File: config.mk
export PLATFORM = sky130hd
export DESIGN_NAME = ej32_dstack
export DESIGN_NICKNAME = d
export VERILOG_FILES = /design/src/rtl/ej32_dstack.sv
export SDC_FILE = /design/constraint.sdc
export NUM_CORES = 1
export LEC_CHECK = 0
export CAP_MARGIN = 25
export CORE_UTILIZATION = 35
export CTS_BUF_LIST = sky130_fd_sc_hd__clkbuf_4
export CTS_CLUSTER_DIAMETER = 120
export DETAILED_ROUTE_END_ITERATION = 6
export SLEW_MARGIN = 20
export SYNTH_ARGS = -nofsm -noshare
export SYNTH_HDL_FRONTEND = slang
export SYNTH_SLANG_ARGS = --single-unit
File: constraint.sdc
create_clock -name clk -period 6.2 [get_ports clk]
set_clock_uncertainty 0.1 [all_clocks]
set_input_delay 0.93 -clock clk [delete_from_list [all_inputs] [get_ports clk]]
set_output_delay 0.93 -clock clk [all_outputs]
set_load 0.1 [all_outputs]
File: src/rtl/ej32_dstack.sv
// ---------------------------------------------------------------------------
// ej32_dstack -- parametrised data-stack engine for the eJ32 core.
//
// The top two entries (TOS, NOS) live in registers. Deeper entries live in an
// array of SS_DEPTH-2 words indexed by sp, the next free slot. The array read
// is combinational, so every op completes in one cycle with no bubbles.
//
// Ports:
//   clk       in   rising-edge clock
//   rst_n     in   asynchronous active-low reset
//   op_valid  in   op request
//   op_ready  out  engine accepts the op (accepted = op_valid && op_ready)
//   op        in   0 NOP, 1 PUSH, 2 POP, 3 ALU, 4 REPL, 5 SWAP, 6 DUP, 7 OVER
//   din       in   push value or ALU result
//   err_clr   in   clears the sticky ovf/udf flags
//   tos, nos  out  registered top / next-of-stack
//   depth     out  live entry count, 0..SS_DEPTH
//   hwm       out  maximum depth reached since reset
//   full      out  depth == SS_DEPTH
//   empty     out  depth == 0
//   ovf, udf  out  sticky overflow / underflow flags
// ---------------------------------------------------------------------------
module ej32_dstack #(
    parameter int DSZ         = 32,
    parameter int SS_DEPTH    = 32,
    parameter int HALT_ON_ERR = 0
) (
    input  logic                      clk,
    input  logic                      rst_n,
    input  logic                      op_valid,
    output logic                      op_ready,
    input  logic [2:0]                op,
    input  logic [DSZ-1:0]            din,
    input  logic                      err_clr,
    output logic [DSZ-1:0]            tos,
    output logic [DSZ-1:0]            nos,
    output logic [$clog2(SS_DEPTH):0] depth,
    output logic [$clog2(SS_DEPTH):0] hwm,
    output logic                      full,
    output logic                      empty,
    output logic                      ovf,
    output logic                      udf
);

    localparam int AW    = $clog2(SS_DEPTH);
    localparam int DW    = AW + 1;
    localparam int ARR_N = SS_DEPTH - 2;

    localparam logic [2:0] OP_NOP  = 3'd0;
    localparam logic [2:0] OP_PUSH = 3'd1;
    localparam logic [2:0] OP_POP  = 3'd2;
    localparam logic [2:0] OP_ALU  = 3'd3;
    localparam logic [2:0] OP_REPL = 3'd4;
    localparam logic [2:0] OP_SWAP = 3'd5;
    localparam logic [2:0] OP_DUP  = 3'd6;
    localparam logic [2:0] OP_OVER = 3'd7;

    localparam logic [DW-1:0] D_ZERO = '0;
    localparam logic [DW-1:0] D_ONE  = DW'(1);
    localparam logic [DW-1:0] D_TWO  = DW'(2);
    localparam logic [DW-1:0] D_FULL = DW'(SS_DEPTH);

    generate
        if (SS_DEPTH < 4 || (SS_DEPTH & (SS_DEPTH - 1)) != 0) begin : g_bad_depth
            $error("ej32_dstack: SS_DEPTH must be a power of 2 and >= 4");
        end
        if (DSZ < 8) begin : g_bad_width
            $error("ej32_dstack: DSZ must be >= 8");
        end
    endgenerate

    // Minimum live depth each op needs before it may execute.
    function automatic logic [DW-1:0] min_depth(input logic [2:0] o);
        case (o)
            OP_POP, OP_REPL, OP_DUP: min_depth = D_ONE;
            OP_ALU, OP_SWAP, OP_OVER: min_depth = D_TWO;
            default:                  min_depth = D_ZERO;
        endcase
    endfunction

    function automatic logic [DW-1:0] max_depth(input logic [DW-1:0] a,
                                                input logic [DW-1:0] b);
        max_depth = (a > b) ? a : b;
    endfunction

    logic [DSZ-1:0] arr [ARR_N];
    logic [AW-1:0]  sp;
    logic [AW-1:0]  sp_nxt;
    logic [AW-1:0]  rd_idx;
    logic [DSZ-1:0] arr_rd;
    logic           arr_we;

    logic [DSZ-1:0] tos_nxt;
    logic [DSZ-1:0] nos_nxt;
    logic [DSZ-1:0] push_val;
    logic [DW-1:0]  depth_nxt;
    logic           accept;
    logic           is_push;
    logic           ovf_hit;
    logic           udf_hit;

    assign op_ready = (HALT_ON_ERR != 0) ? !(ovf || udf) : 1'b1;
    assign accept   = op_valid && op_ready;
    assign is_push  = (op == OP_PUSH) || (op == OP_DUP) || (op == OP_OVER);
    assign full     = (depth == D_FULL);
    assign empty    = (depth == D_ZERO);

    // The entry just below NOS. Only consumed when depth >= 3, which implies
    // sp >= 1; the clamp keeps the index in range when the stack is shallow.
    assign rd_idx = (sp == '0) ? '0 : (sp - 1'b1);
    assign arr_rd = arr[rd_idx];

    always_comb begin
        tos_nxt   = tos;
        nos_nxt   = nos;
        depth_nxt = depth;
        sp_nxt    = sp;
        arr_we    = 1'b0;
        push_val  = din;
        ovf_hit   = 1'b0;
        udf_hit   = 1'b0;

        if (accept) begin
            if (is_push && depth == D_FULL) begin
                ovf_hit = 1'b1;
            end else if (depth < min_depth(op)) begin
                udf_hit = 1'b1;
            end else begin
                case (op)
                    OP_PUSH, OP_DUP, OP_OVER: begin
                        if (op == OP_DUP)       push_val = tos;
                        else if (op == OP_OVER) push_val = nos;
                        else                    push_val = din;
                        // NOS spills into the array only once it holds a live value.
                        if (depth >= D_TWO) begin
                            arr_we = 1'b1;
                            sp_nxt = sp + 1'b1;
                        end
                        nos_nxt   = tos;
                        tos_nxt   = push_val;
                        depth_nxt = depth + D_ONE;
                    end
                    OP_POP, OP_ALU: begin
                        if (op == OP_ALU)         tos_nxt = din;
                        else if (depth == D_ONE)  tos_nxt = '0;
                        else                      tos_nxt = nos;
                        // Refill NOS from the array; below three entries the
                        // new NOS slot is empty and reads as zero.
                        if (depth > D_TWO) begin
                            nos_nxt = arr_rd;
                            sp_nxt  = sp - 1'b1;
                        end else begin
                            nos_nxt = '0;
                        end
                        depth_nxt = depth - D_ONE;
                    end
                    OP_REPL: begin
                        tos_nxt = din;
                    end
                    OP_SWAP: begin
                        tos_nxt = nos;
                        nos_nxt = tos;
                    end
                    default: begin
                    end
                endcase
            end
        end
    end

    always_ff @(posedge clk or negedge rst_n) begin
        if (!rst_n) begin
            tos   <= '0;
            nos   <= '0;
            depth <= '0;
            hwm   <= '0;
            sp    <= '0;
            ovf   <= 1'b0;
            udf   <= 1'b0;
        end else begin
            tos   <= tos_nxt;
            nos   <= nos_nxt;
            depth <= depth_nxt;
            hwm   <= max_depth(hwm, depth_nxt);
            sp    <= sp_nxt;
            // A new error takes priority over a simultaneous clear.
            if (ovf_hit)      ovf <= 1'b1;
            else if (err_clr) ovf <= 1'b0;
            if (udf_hit)      udf <= 1'b1;
            else if (err_clr) udf <= 1'b0;
        end
    end

    // Array contents need no reset: sp=0 after reset hides every entry.
    always_ff @(posedge clk) begin
        if (arr_we) arr[sp] <= nos;
    end

endmodule

# == Word level (Yosys, flattened, before mapping) ==
# Memories as Yosys holds them, arrays and structs flattened.
# Index checks and enable logic that the tools add are counted.
# Widths: inputs -> output; s select.
# word_totals
regBits,83
ramBits,960
output_inout_bits,81
elab_cells,81
n_memories,1
# op_classes
addsub,4
n_lt_le_gt_ge,4
eq_ne,12
mux,33
bitwise,2
n_reduce_logical,18
# mem_list
memory,words,word_bits,rd,rd_clocked_by_memory_dff,write_ports,line,rtl
arr,30,32,1,0,1,86,logic [DSZ-1:0] arr [ARR_N];
# op_table
cell,n
$mux 32,5
$pmux 32 s4,1
$pmux 32 s2,1
$mux 6,5
$mux 1,15
$mux 5,3
$eq 3x3->1 const B,4
$pmux 6 s2,1
$pmux 5 s2,1
$reduce_or 3->1,3
$reduce_bool 2->1,4
$add 6x1->6 const B,1
$eq 3x2->1 const B,2
$eq 6x1->1 const B,1
$eq 6x6->1 const B,1
$ge 6x2->1 const B,1
$gt 6x2->1 const B,1
$gt 6x6->1,1
$logic_not 6->1,1
$lt 6x6->1,1
$ne 2x2->1 const B,3
$reduce_and 6->1,1
$sub 6x1->6 const B,1
$add 5x1->5 const B,1
other kinds (12),14

# == Longest topological paths before layout ==
# Gate-level depths: netlist of the first run.
# logic_depth
word_depth,12
ltp_mapped,16
mapped_depth_nobuf,14

# == Worst setup path before layout of the first run ==
# Ideal clock, no wire load.
# synth_path
path_kind,flip-flop to flip-flop
startpoint,register depth[0]
endpoint,"memory arr[13][0], enable pin"
setup_time_ps,421
arrival_ps,3998
path_slack_ps,1681
path_stages_with_launch,8
path_buffers,0
synth_period_minus_slack_ps,4519
path_cell_list,dfrtp_1 inv_1 ha_1 o2111ai_2 o311ai_4 a2111oi_2 nand2_1 nor2_1
# synth_between
elab_chain_cells,8
elab_cells_between_ends,11
cone_classes,2 x order compare; 1 x eq/ne; 7 x mux; 1 x reduce/logical
# synth_lines
element,line,rtl
from (decl),37,"output logic [$clog2(SS_DEPTH):0] depth,"
from (signal assigned),183,depth <= depth_nxt;
$ge 6x2->1,135,if (depth >= D_TWO) begin
$mux 1,135,
$mux 1,129,case (op)
$mux 1,126,end else if (depth < min_depth(op)) begin
$mux 1 (*),124,if (is_push && depth == D_FULL) begin
$mux 1 (*),123,if (accept) begin
$mux 1 (*),196,if (arr_we) arr[sp] <= nos;
$mux 1 (not written as such) (*),196,
to (decl),86,
# Every way passes the cells marked *; elsewhere a longest branch is shown, timed or not.

# == Worst setup path in the final report of the first run ==
# layout_path
startpoint,register sp[1]
endpoint,register nos[10]
# layout_between
elab_chain_cells,5
elab_cells_between_ends,6
cone_classes,1 x add/sub; 3 x mux; 1 x reduce/logical; 1 x memory
# layout_lines
element,line,rtl
from (decl),87,logic [AW-1:0] sp;
from (signal assigned),185,sp <= sp_nxt;
$sub 5x1->5 or $logic_not 5->1 (tied branches),110,assign rd_idx = (sp == '0) ? '0 : (sp - 1'b1);
$mux 5 (*),110,
$mem_v2 30x32 (*),--,
$mux 32 (*),149,if (depth > D_TWO) begin
$pmux 32 s2 (*),129,
to (signal assigned),182,nos <= nos_nxt;
to (decl),36,"output logic [DSZ-1:0] nos,"
# Marked as above.
# A chain may end at the register's enable or synchronous reset.

==> flow_metrics.py, run 1 <==
metrics = {
    "run_status": {
        "outcome": "completed",
    },
    "placed_design": {
        "dp_cells": 4550,
        "hpwl_mm": 78.28,
        "place.gp.congestion": 0.8684,
        "portBuffers": 118,
    },
    "logic_synthesis": {
        "synth_top_family_by_area": "compound AO/OA/AOI/OAI gates",
        "ys_seq_elements": 1043,
        "syn-mean-instance-area_um2": 14.73,
        "ys_seq_area_frac": 0.7201,
        "synth_simple_gate_area_frac": 0.07231,
        "synth-edff-count": 960,
        "synth_ff_type": "edfxtp_1",
        "synth_area_um2": 42910,
        "yosysTopAreaCell": "edfxtp_1",
        "yosys_warnings": 0,
        "synth-compound-area-share": 0.1074,
        "synth_xor_area_frac": 0.002245,
        "synth_top_area_frac": 0.6717,
        "synthesis.nets": 2968,
        "async_flop_share": 0.07958,
        "syn_inst": 2913,
        "ys_types": 70,
        "synth_fa_ha_area_frac": 0.004665,
        "synthTopCellsByArea": "edfxtp_1 67%, dfrtp_1 4.8%, mux2i_1 3.8%",
        "synth_mux_area_frac": 0.06921,
    },
    "critical_path": {
        "worst-setup-path-type": "register to register",
        "timing.rr.end": "nos[10]$_DFFE_PN0P_",
        "cp.required_ps": 7120,
        "r2r_slack_ps": 1560,
        "cp.arrival_ps": 5550,
        "r2r-start": "sp[1]$_DFFE_PN0P_",
        "crit_path_start_kind": "register",
        "cp-end-kind": "register",
        "crit_fanout": 66,
        "reg2regPathDepth": 8,
    },
    "timing": {
        "final_max_slew_viol_count": 0,
        "relSlewSlack": 0.2931,
        "fmax_mhz": 215.7,
        "tns_ps": 0,
        "worstMarginPinSlew_ps": 1060,
        "setup-violations-final": 0,
        "hold_viol": 0,
        "rsz0062_at_grt": "no",
        "min_period_ps": 4636,
        "period_share": 0.7478,
    },
    "finish": {
        "area_delta_synth_final_pct": 16.14,
        "seq_area_um2": 30920,
        "final_nets": 3267,
        "layout.cells.non_filler": 5024,
        "multi_input_area_um2": 11300,
        "fillCellCount": 11250,
        "layout-drive-gt1-share": 0.2150,
    },
    "grt": {
        "antenna_found_initial": 5,
        "grt-ovfl-total": 0,
        "grt_pass1_vias": 27040,
        "grt_usage": 0.2034,
        "grt_pass1_wl_mm": 186.4,
        "grt_start_max_net_pins": 140,
    },
    "run": {
        "max-cap-violations": 0,
    },
    "cts": {
        "clockRootBuffer": "clkbuf_4",
        "clk_latency_ps": 1120,
        "path_clk_slew_ps": 70,
        "cts_buffers": 284,
        "cts_tree": "built",
        "post_cts_buffers": 0,
        "cts_sinks": 1043,
        "h-tree-depth": 5,
        "cts_buffer_depth": 4,
    },
    "route": {
        "totalWireLength_mm": 128.3,
        "vias": 27530,
        "via_per_inst": 5.479,
        "ant_nets": 0,
        "drt_pass1_iterations": 5,
        "post_drt_wl_per_cell_um": 25.55,
        "drc": 0,
        "drt_iter0_markers": 3315,
    },
    "die": {
        "die_h_um": 352.2,
        "core_um2": 121700,
        "num_rows": 128,
        "die_w_um": 352.2,
        "initial_core_util": 0.3526,
        "die_area_um2": 124000,
        "io_pins": 120,
    },
    "worst_hold_path": {
        "hold_path_class": "input pin to asynchronous set/reset pin",
    },
    "power": {
        "p_leak_nw": 16.79,
        "ir_drop_mv": 0.3984,
        "power.density_nw_per_um2": 570.7,
    },
}
cells in the mapped netlist, types with 40 or more instances:
cell	instances
mux2_2	118
edfxtp_1	960
nand2_1	302
a21oi_1	192
mux2i_1	164
clkbuf_1	111
buf_2	52
dfrtp_1	83
and2_1	53
nand4_1	51
o21ai_0	123
nor2_1	101
nand3_1	40
a211oi_1	66
routing by layer:
| layer | global-route usage | wire length [um] |
|---|---|---|
| met3 | 0.04202 | 9996 |
| met1 | 0.2734 | 53230 |
| met5 | 0 | 8 |
| met2 | 0.3189 | 60740 |
| met4 | 0.08765 | 4374 |
where the power goes:
group	total (mW)	internal, mW	leakage, nW	switching, mW
Clock	5.77	3.05	2.03	2.72
Sequential	9.77	9.05	9.53	0.721
Combinational	12.9	3.45	5.23	9.45
worst max path at each step:
stage | startpoint | end | slack [ps] | cells past startpoint
2_1_floorplan | depth[0]$_DFF_PN0_ | arr[13][0]$_DFFE_PP_ | 1680 | 7
3_3_place_gp | op[0] | arr[1][22]$_DFFE_PP_ | 1000 | 9
3_5_place_dp | op[0] | arr[1][15]$_DFFE_PP_ | 980 | 9
4_1_cts | depth[2]$_DFF_PN0_ | empty | 1460 | 3
5_1_grt | sp[1]$_DFFE_PN0P_ | nos[0]$_DFFE_PN0P_ | 1390 | 8
6_report | sp[1]$_DFFE_PN0P_ | nos[10]$_DFFE_PN0P_ | 1560 | 8
final cells by class:
| class | count | share of cell area |
|---|---|---|
| Clock inverter | 47 | 0.003665 |
| Multi-Input combinational cell | 1641 | 0.2267 |
| Sequential cell | 1043 | 0.6205 |
| Timing Repair Buffer | 222 | 0.04363 |
| Inverter | 20 | 0.001506 |
| Clock buffer | 417 | 0.06281 |
| Tap cell | 1625 | 0.04079 |
| Antenna cell | 9 | 0.0004519 |
cell families after synthesis:
logic type,count (synthesis)
AO/OA/AOI/OAI,666
XOR/XNOR,11
adder cells (fa/ha/maj),16
buffers and inverters,229
flip-flops,1043
multiplexers,282
other,1
AND/OR/NAND/NOR,665
placed cells by master (no fill, tap or decap), types with 15 or more instances in the layout:
cell type        instances
clkbuf_4               417
nor2_4                  34
mux2i_1                164
and3_1                  20
clkinv_1                33
ha_1                    15
clkdlybuf4s50_1        117
a22oi_1                 35
a311o_1                 35
nand3_1                 40
o2111a_1                18
a21oi_1                191
nor2b_1                 21
inv_1                   19
a211oi_1                66
dfrtp_1                 69
mux2_2                 118
nor3_1                  34
nand2_1                301
buf_4                   87
nand2b_1                19
a311oi_1                15
o211ai_1                29
o21ai_0                123
o221ai_1                16
nand4_1                 51
and2_1                  53
nor2_1                  68
buf_12                  17
a211o_1                 29
edfxtp_1               960
worst max-delay path, cell delays in order, from the launching register on:
cell	delay [ps]
dfrtp_1	450
inv_1	160
ha_4	190
or4b_2	900
buf_4	400
nand2_4	770
nand2_1	700
a21oi_1	590
o2111a_1	230
timing repair:
action                                  CTS  global route
hold buffers                              1             0
gates resized for setup                   0             0
hold endpoints to repair                 42             0
endpoints found under the setup margin    0             0
stage by stage:
stage          utilization  cell area (um^2)  hold slack, ps  worst slack (ps)  total power [mW]
2_1_floorplan            -             42910           438.0              1681             17.74
3_3_place_gp        0.3820             46490           439.2              1000             22.70
3_5_place_dp        0.3820             46490           441.6             984.6             22.76
4_1_cts             0.4093             49820           164.6              1460             28.55
5_1_grt             0.4094             49830           246.1              1385             29.58
6_report            0.4095             49840           291.3              1564             28.45
flip-flops by register name (all words and copies together), names as in the netlist:
| register | cells |
|---|---|
| udf | 1 |
| sp | 5 |
| hwm | 6 |
| nos | 32 |
| arr | 960 |
| depth | 6 |
| tos | 32 |
| ovf | 1 |
Note: power is estimated with default switching activity, not from simulation.
==> inputs of run 2 (changes only) <==
==> constraint.sdc (replaced) <==
create_clock -name clk -period 4.65 [get_ports clk]
set_clock_uncertainty 0.1 [all_clocks]
set_input_delay 0.6975 -clock clk [delete_from_list [all_inputs] [get_ports clk]]
set_output_delay 0.6975 -clock clk [all_outputs]
set_load 0.1 [all_outputs]
==> flow_metrics.py, run 2 (synthesized netlist as in run 1, its figures left out) <==
metrics = {
    "critical_path": {
        "cpPeakStageDelay_ps": 1130,
        "cp_num_buf_inv": 1,
        "timing.rr.end": "hwm[0]$_DFFE_PN0P_",
        "worst-setup-path-type": "register to output pin",
        "crit_path_start_kind": "register",
        "reg2regPathDepth": 14,
        "cp.arrival_ps": 3620,
        "cp_top_family": "buffers and inverters",
        "crit_path_cell_trace": "nor4_2 -> and2_1 -> clkdlybuf4s50_1",
        "cp-end-kind": "output pin",
        "crit_fanout": 11,
        "cp.depth": 3,
        "cp.required_ps": 3850,
        "cpMaxStageDelayCell": "clkdlybuf4s50_1",
        "r2r-start": "depth[0]$_DFF_PN0_",
        "r2r_slack_ps": 890,
    },
    "cts": {
        "cts_buffer_depth": 4,
        "cts_tree": "built",
        "clockRootBuffer": "clkbuf_4",
        "cts_buffers": 285,
        "h-tree-depth": 5,
        "clk_latency_ps": 1190,
        "path_clk_slew_ps": 70,
        "cts_sinks": 1043,
        "cts_resized": 0,
    },
    "route": {
        "post_drt_wl_per_cell_um": 24.89,
        "drt_iter0_markers": 2816,
        "ant_nets": 0,
        "via_per_inst": 5.438,
        "vias": 27640,
        "drt_pass1_iterations": 7,
        "totalWireLength_mm": 126.5,
        "drc": 0,
    },
    "worst_hold_path": {
        "hold_path_class": "input pin to asynchronous set/reset pin",
    },
    "finish": {
        "area_delta_synth_final_pct": 17.82,
        "final_nets": 3323,
        "fin_area_um2": 50560,
        "final_common_cell": "edfxtp_1",
        "fillCellCount": 11220,
        "largest_reg_flops": 960,
        "layout_common_cells": "960 x edfxtp_1, 434 x clkbuf_4, 301 x nand2_1",
        "layout-drive-gt1-share": 0.2286,
        "reg_top3": "arr: 960 flops, nos: 32 flops, tos: 32 flops",
        "finish.utilization": 0.4154,
        "regMostFlops": "arr",
    },
    "grt": {
        "grt_usage": 0.2011,
        "grt_pass1_wl_mm": 185.4,
        "grt_start_max_net_pins": 143,
        "antenna_found_initial": 2,
        "grt_pass1_vias": 27400,
        "grt-ovfl-total": 0,
    },
    "die": {
        "die_h_um": 352.2,
        "die_w_um": 352.2,
        "die_area_um2": 124000,
        "io_pins": 120,
        "num_rows": 128,
        "initial_core_util": 0.3526,
        "core_um2": 121700,
    },
    "timing": {
        "period_share": 0.9498,
        "worstMarginPinSlew_ps": 1230,
        "tns_ps": 0,
        "hold_viol": 0,
        "final_max_slew_viol_count": 0,
        "rsz0062_at_grt": "no",
        "min_period_ps": 4416,
        "fmax_mhz": 226.4,
        "hold-worst-slack_ps": 77.82,
        "setup-violations-final": 0,
        "relSlewSlack": 0.1800,
    },
    "power": {
        "power.density_nw_per_um2": 749.4,
        "power.total_mw": 37.89,
        "ir_drop_mv": 0.7681,
        "p_leak_nw": 17.21,
    },
    "run": {
        "max-cap-violations": 0,
    },
    "placed_design": {
        "place_area_um2": 46970,
        "place.gp.congestion": 0.8202,
        "portBuffers": 118,
        "hpwl_mm": 74.10,
    },
    "run_status": {
        "outcome": "completed",
    },
}
[run 2: cell count changes in the layout (fill, tap and decap cells not counted), sizes merged]
cell,previous run,this run
buf,104,161
clkbuf,417,434
clkinv,38,25
inv,29,22
bufinv,0,5
clkdlybuf4s50,117,114
diode,9,10
dlygate4sd3,1,2
[run 2: area by class of cell]
type                            count  area, um^2  area share
Clock buffer                      434        3258     0.06444
Multi-Input combinational cell   1641       11310      0.2237
Timing Repair Buffer              277        2696     0.05333
Tap cell                         1625        2033     0.04021
Clock inverter                     32       256.5    0.005073
Sequential cell                  1043       30910      0.6113
Inverter                           20       75.07    0.001485
Antenna cell                       10       25.02   0.0004949
[run 2: power by group]
part | internal (mW) | switching, mW
Combinational | 4.93 | 12.2
Sequential | 12.0 | 0.579
Clock | 4.48 | 3.66
Total | 21.5 | 16.4
[run 2: what timing repair did]
action                     4_1_cts  5_1_grt
hold endpoints to repair        60        0
buffers inserted                 0        0
hold buffers                     2        0
setup endpoints to repair        0        0
[run 2: per-layer routing]
layer  wire length, um  GRT usage
met5                 0          0
met4              3312    0.07383
met3             10200    0.04554
met2             59720     0.3182
met1             53250     0.2702
[run 2: how the worst max path moves through the flow]
| stage | end | start | slack [ps] |
|---|---|---|---|
| 5_1_grt | empty | depth[2]$_DFF_PN0_ | 20 |
| 3_3_place_gp | hwm[2]$_DFFE_PN0P_ | op[2] | 230 |
| 6_report | empty | depth[2]$_DFF_PN0_ | 230 |
| 3_5_place_dp | hwm[2]$_DFFE_PN0P_ | op[2] | 200 |
| 2_1_floorplan | arr[13][0]$_DFFE_PP_ | depth[0]$_DFF_PN0_ | 130 |
| 4_1_cts | empty | depth[2]$_DFF_PN0_ | 130 |
[run 2: worst reg2reg max path: stages (launching register included)]
cell and delay, ps:
dfrtp_1 530, inv_1 150, ha_1 310, o2111ai_2 170, o31a_1 370, nand2_1 120, a32oi_1 220, inv_1 70
ha_1 290, nor2b_1 150, o21a_1 130, o21a_1 100, o21ai_0 70, a21oi_1 470, mux2_2 400
[run 2: metrics by stage]
stage | std cells | setup slack [ps]
global placement | 4601 | 225.2
global route | 5081 | 15.01
floorplan | 2913 | 131.0
detailed placement | 4602 | 202.9
CTS | 5070 | 126.6
finish | 5082 | 233.6
